<file path="config.mk">
export PLATFORM = sky130hd
export DESIGN_NAME = hex_token_decoder
export DESIGN_NICKNAME = d
export VERILOG_FILES = /design/src/rtl/hex_token_decoder.sv
export SDC_FILE = /design/constraint.sdc
export NUM_CORES = 1
export LEC_CHECK = 0
export CAP_MARGIN = 20
export CORE_ASPECT_RATIO = 0.7
export CORE_MARGIN = 2
export CORE_UTILIZATION = 45
export DETAILED_ROUTE_END_ITERATION = 6
export PLACE_DENSITY = 0.65
export SETUP_SLACK_MARGIN = 0.2
export SLEW_MARGIN = 5
export SYNTH_ARGS = -nofsm -noshare
export SYNTH_HDL_FRONTEND = slang
export SYNTH_SLANG_ARGS = --single-unit
export TNS_END_PERCENT = 5
</file>
<file path="constraint.sdc">
create_clock -name clk -period 4.3 [get_ports clk]
set_clock_uncertainty 0.1 [all_clocks]
set_input_delay 0.86 -clock clk [delete_from_list [all_inputs] [get_ports clk]]
set_output_delay 0.86 -clock clk [all_outputs]
set_load 0.05 [all_outputs]
</file>
<file path="src/rtl/hex_token_decoder.sv">
// ASCII hex token decoder: turns delimiter-terminated hex digit runs into WIDTH-bit words.
// Optional "0x"/"0X" prefix support is enabled by defining HEX_TOKEN_DECODER_0X_PREFIX_EN.
module hex_token_decoder #(
    parameter int WIDTH      = 32,
    parameter int MAX_DIGITS = WIDTH / 4,
    parameter int CNT_BITS   = $clog2(MAX_DIGITS + 1)
) (
    input  logic                clk,
    input  logic                reset,
    input  logic [7:0]          in_data,
    input  logic                in_strobe,
    output logic                in_ready,
    output logic [WIDTH-1:0]    out_data,
    output logic [CNT_BITS-1:0] out_digits,
    output logic                out_valid,
    input  logic                out_ready,
    output logic                err_strobe,
    output logic [7:0]          err_count
);

    typedef enum logic [1:0] {
        IDLE  = 2'd0,
        ACCUM = 2'd1,
        EMIT  = 2'd2,
        SKIP  = 2'd3
    } state_t;

    localparam logic [CNT_BITS-1:0] MAX_CNT = CNT_BITS'(MAX_DIGITS);

    state_t              state_q;
    logic [WIDTH-1:0]    acc_q;
    logic [WIDTH-1:0]    acc_d;
    logic [CNT_BITS-1:0] count_q;
    logic [WIDTH-1:0]    out_data_q;
    logic [CNT_BITS-1:0] out_digits_q;
    logic                out_valid_q;
    logic                err_strobe_q;
    logic [7:0]          err_count_q;

    logic [3:0]          nibble_s;
    logic                is_digit_s;
    logic                is_delim_s;
    logic                prefix_ok_s;
    logic                take_s;
    logic                err_event_s;

    // Returns {is_hex_digit, nibble} for one ASCII character.
    function automatic logic [4:0] hex_decode(input logic [7:0] c);
        logic [4:0] r;
        if (c >= 8'h30 && c <= 8'h39) begin
            r = {1'b1, c[3:0]};
        end else if ((c >= 8'h41 && c <= 8'h46) || (c >= 8'h61 && c <= 8'h66)) begin
            r = {1'b1, c[3:0] + 4'd9};
        end else begin
            r = 5'd0;
        end
        return r;
    endfunction

    // Character classification and the shifted accumulator candidate.
    always_comb begin
        {is_digit_s, nibble_s} = hex_decode(in_data);
        is_delim_s = (in_data == 8'h20) || (in_data == 8'h0D) ||
                     (in_data == 8'h0A) || (in_data == 8'h2C);
`ifdef HEX_TOKEN_DECODER_0X_PREFIX_EN
        prefix_ok_s = ((in_data == 8'h78) || (in_data == 8'h58)) &&
                      (count_q == CNT_BITS'(1)) && (acc_q == '0);
`else
        prefix_ok_s = 1'b0;
`endif
        take_s = in_strobe && (state_q != EMIT);
        acc_d = acc_q << 3'd4;
        acc_d[3:0] = nibble_s;
    end

    // Decide whether the character consumed this cycle rejects the current token.
    always_comb begin
        err_event_s = 1'b0;
        if (take_s) begin
            case (state_q)
                IDLE:    err_event_s = !is_digit_s && !is_delim_s;
                ACCUM:   err_event_s = (is_digit_s && (count_q == MAX_CNT)) ||
                                       (is_delim_s && (count_q == '0)) ||
                                       (!is_digit_s && !is_delim_s && !prefix_ok_s);
                default: err_event_s = 1'b0;
            endcase
        end else begin
            err_event_s = 1'b0;
        end
    end

    // Token FSM with registered word, error pulse and saturating error counter.
    always_ff @(posedge clk or posedge reset) begin
        if (reset) begin
            state_q      <= IDLE;
            acc_q        <= '0;
            count_q      <= '0;
            out_data_q   <= '0;
            out_digits_q <= '0;
            out_valid_q  <= 1'b0;
            err_strobe_q <= 1'b0;
            err_count_q  <= 8'd0;
        end else begin
            err_strobe_q <= err_event_s;
            if (err_event_s && (err_count_q != 8'hFF)) begin
                err_count_q <= err_count_q + 8'd1;
            end
            case (state_q)
                IDLE: begin
                    if (take_s && is_digit_s) begin
                        acc_q   <= WIDTH'(nibble_s);
                        count_q <= CNT_BITS'(1);
                        state_q <= ACCUM;
                    end else if (take_s && !is_delim_s) begin
                        state_q <= SKIP;
                    end
                end
                ACCUM: begin
                    if (take_s) begin
                        if (err_event_s) begin
                            state_q <= is_delim_s ? IDLE : SKIP;
                        end else if (is_digit_s) begin
                            acc_q   <= acc_d;
                            count_q <= count_q + CNT_BITS'(1);
                        end else if (is_delim_s) begin
                            out_data_q   <= acc_q;
                            out_digits_q <= count_q;
                            out_valid_q  <= 1'b1;
                            state_q      <= EMIT;
                        end else begin
                            // Prefix accepted: digits after it count from zero.
                            count_q <= '0;
                        end
                    end
                end
                EMIT: begin
                    if (out_ready) begin
                        out_valid_q <= 1'b0;
                        acc_q       <= '0;
                        count_q     <= '0;
                        state_q     <= IDLE;
                    end
                end
                SKIP: begin
                    if (take_s && is_delim_s) begin
                        state_q <= IDLE;
                    end
                end
                default: state_q <= IDLE;
            endcase
        end
    end

    assign in_ready   = (state_q != EMIT);
    assign out_data   = out_data_q;
    assign out_digits = out_digits_q;
    assign out_valid  = out_valid_q;
    assign err_strobe = err_strobe_q;
    assign err_count  = err_count_q;

endmodule

</file>
==> metrics.cfg <==
[worst_setup_path]
crit_required_ns=4.42
r2r-end=acc_q[2]
critical_path_arrival_ns=3.55
cp_common_cell=sky130_fd_sc_hd__o21bai_1
endpoint_kind=flip-flop
path_max_fanout=6
worst_r2r_startpoint=state_q[1]
reg2reg_slack_ns=1.61
worst-setup-path-type=in -> reg
worst-r2r-cell-count=9
critPathLaunchType=primary input
path_buf_inv=2
timing.critical_path.slowest_stage_cell=sky130_fd_sc_hd__a2111oi_4
cp_cell_sequence=clkdlybuf4s50_1 -> inv_1 -> ha_1 -> o21bai_1 -> a2111oi_4 -> nor2_2 -> o21ai_1 -> o2111ai_1 -> o21bai_1 -> a22o_1
crit_family=compound AO/OA/AOI/OAI gates
critPathMaxStageDelay_ns=0.57

[clocking]
path_clk_slew_ns=0.06
cts_num_sinks=84
postCtsHoldBufs=0
cts_root_buf=sky130_fd_sc_hd__clkbuf_16
clk-insertion-delay-late_ns=0.33
clock_tree_from_tritoncts=yes
cts_repair_resize_count=0
cts-buffers-inserted=9
postCtsSetupRepairBufs=0
cts_max_path_buffers=2
cts.htree.levels=3

[cells_and_area]
post_route_cells_drive_above_1_share_pct=16.0
n_antenna_cell=0
nets=377
syn_to_final_growth_pct=25.2
final.fill_count=656
stdcell_area_um2=4700

[yosys]
synth_enable_flop_cells=0
synth_fp_nets=314
ys_seq_area_share_pct=56.0
register_bit_count_reported_by_yosys=84
ys_types=46
yosysWarnings=0
synthesis.area_per_instance_um2=13.0
synthFlopType=sky130_fd_sc_hd__dfrtp_1
syn_area_um2=3750
async_flop_share_pct=100
postSynthCellCount=289

[detailed_routing]
drt_pre_antenna_iters=6
route.detailed.drc=5
route.final.wire_length_um=7160
post_drt_via_cell_ratio=5.49
avgRoutedWirePerCell_um=15.7
starting_drc_count_in_detailed_routing=82
routed-via-count=2507
drt.antenna.violating_nets=0

[hold_path]
holdCritStartpoint=acc_q[31]
hold_path.class=reg -> reg
worstHoldEndpoint=out_data[31]
hold_path_depth=1

[floorplan]
initial_utilization_pct=47.1
die_w_um=113
rows=27
placeableCoreArea_um2=7970
io_pins=59
die_y_um=80.4
die-area_um2=9100

[sta]
worst_slack_ns=0.869
max_freq_mhz=291
maxSlewHeadroom_pct=44.2
worstMarginPinSlew_ns=0.837
timing_max_transition_violations_final=0
tns_ns=0
period_needed_ns=3.43
final_min_period_over_clock_period_pct=79.8
report.final.setup_viol=0
rsz_0062_raised_after_global_routing=false
final_hold_violating_endpoints=0

[placed_design]
dpl_cell_area_um2=4440
gpl.final_weighted_congestion=0.818
place.detailed.hpwl_um=5000
numPortBuffers=58
pre_cts_slack_ns=0.533

[grt]
global_route.overflow_total=0
grt_first_pass_wirelength_um=12300
antenna_found_initial=0
grt_use_total_pct=17.6
grt_max_degree=51
number_of_global_route_vias_before_repair=2483

[outcome]
outcome=complete, but fails checks
violations=DRC

[power]
static_leakage_nw=2.20
pwr_dens_nw_per_um2=491
vdd.ir_drop.worst_uv=254
total_power_mw=2.31

[job]
timing.max_cap.violations=0

[cell usage after synthesis, types with 4 or more instances]
cell / number / area share, %
sky130_fd_sc_hd__a21oi_1: 5 / 0.67
sky130_fd_sc_hd__o21ai_0: 8 / 1.1
sky130_fd_sc_hd__mux2_2: 30 / 9.0
sky130_fd_sc_hd__ha_1: 13 / 4.3
sky130_fd_sc_hd__and3_1: 4 / 0.67
sky130_fd_sc_hd__a22o_1: 30 / 7.0
sky130_fd_sc_hd__nor2_1: 6 / 0.60
sky130_fd_sc_hd__nand2_1: 15 / 1.5
sky130_fd_sc_hd__clkbuf_1: 6 / 0.60
sky130_fd_sc_hd__xnor2_1: 8 / 1.9
sky130_fd_sc_hd__dfrtp_1: 84 / 56
sky130_fd_sc_hd__nand3_1: 10 / 1.3
sky130_fd_sc_hd__mux2_1: 8 / 2.4
sky130_fd_sc_hd__o31ai_1: 4 / 0.80
sky130_fd_sc_hd__nor2b_1: 6 / 1.0
sky130_fd_sc_hd__inv_1: 11 / 1.1
[state kept, by name, summed over array words and instances (netlist names)]
signal and flops:
state_q 2, out_valid 1, out_digits 4, acc_q 32
out_data 32, err_count 8, err_strobe 1, count_q 4
[stage by stage]
| stage | cells | hold slack, ns | utilization (%) |
|---|---|---|---|
| after CTS | 457 | 0.399 | 58.9 |
| after detailed placement | 442 | 0.379 | 55.7 |
| after global routing | 457 | 0.416 | 58.9 |
| final | 457 | 0.393 | 58.9 |
| after global placement | 442 | 0.373 | 55.7 |
| after floorplan | 289 | 0.359 | - |
[power breakdown]
group / switching [mW] / internal, mW / total, mW / leakage [nW]
Sequential: 0.0586 / 0.851 / 0.909 / 1.16
Combinational: 0.478 / 0.243 / 0.721 / 0.917
Clock: 0.289 / 0.388 / 0.677 / 0.126
[worst max path at each step]
| stage | end | cells after the start | startpoint | slack, ns |
|---|---|---|---|---|
| 3_3_place_gp | err_count[1] | 10 | in_data[1] | 0.59 |
| 3_5_place_dp | err_count[1] | 10 | in_data[1] | 0.53 |
| 6_report | count_q[2] | 10 | in_data[1] | 0.87 |
| 4_1_cts | err_count[1] | 10 | in_data[1] | 0.88 |
| 5_1_grt | out_data[0] | 9 | in_data[0] | 0.62 |
| 2_1_floorplan | acc_q[0] | 1 | reset | 1.17 |
[layout by cell type, fill, tap and decap left out, types with 9 or more instances in the layout]
master	n
sky130_fd_sc_hd__clkdlybuf4s50_1	58
sky130_fd_sc_hd__dfrtp_1	84
sky130_fd_sc_hd__inv_1	10
sky130_fd_sc_hd__ha_1	13
sky130_fd_sc_hd__mux2_2	30
sky130_fd_sc_hd__clkbuf_16	9
sky130_fd_sc_hd__a22o_1	30
sky130_fd_sc_hd__nand3_1	10
sky130_fd_sc_hd__nand2_1	15
[layout make-up]
cell class	count	area [µm²]	area share, %
tap	101	126	2.69
sequential	84	2100	44.8
inverter	11	42.5	0.906
clock inverter	4	26.3	0.559
timing repair buffer	63	618	13.2
multi-input combinational	183	1550	33.0
clock buffer	11	233	4.95
[routing by layer]
layer	track usage [%]	wire length, µm	up-vias
met3	5.81	339	2
met4	4.39	27	0
met5	0	0	-
met1	24.6	3600	1251
met2	26.5	3190	63
li1	-	-	1191
[logic make-up (layout without fill, tap and decap cells)]
kind of cell	after synthesis	count (layout)	share of synthesized area, %
DFF	84	84	56.0
AOI/OAI and AO/OA	66	66	14.8
and+or+nand+nor	55	55	7.97
muxes	39	39	11.7
buffers and inverters	22	89	2.87
adders and majority gates	13	13	4.33
xor gates and xnor gates	10	10	2.33
Power figures use the tool's default switching activity.
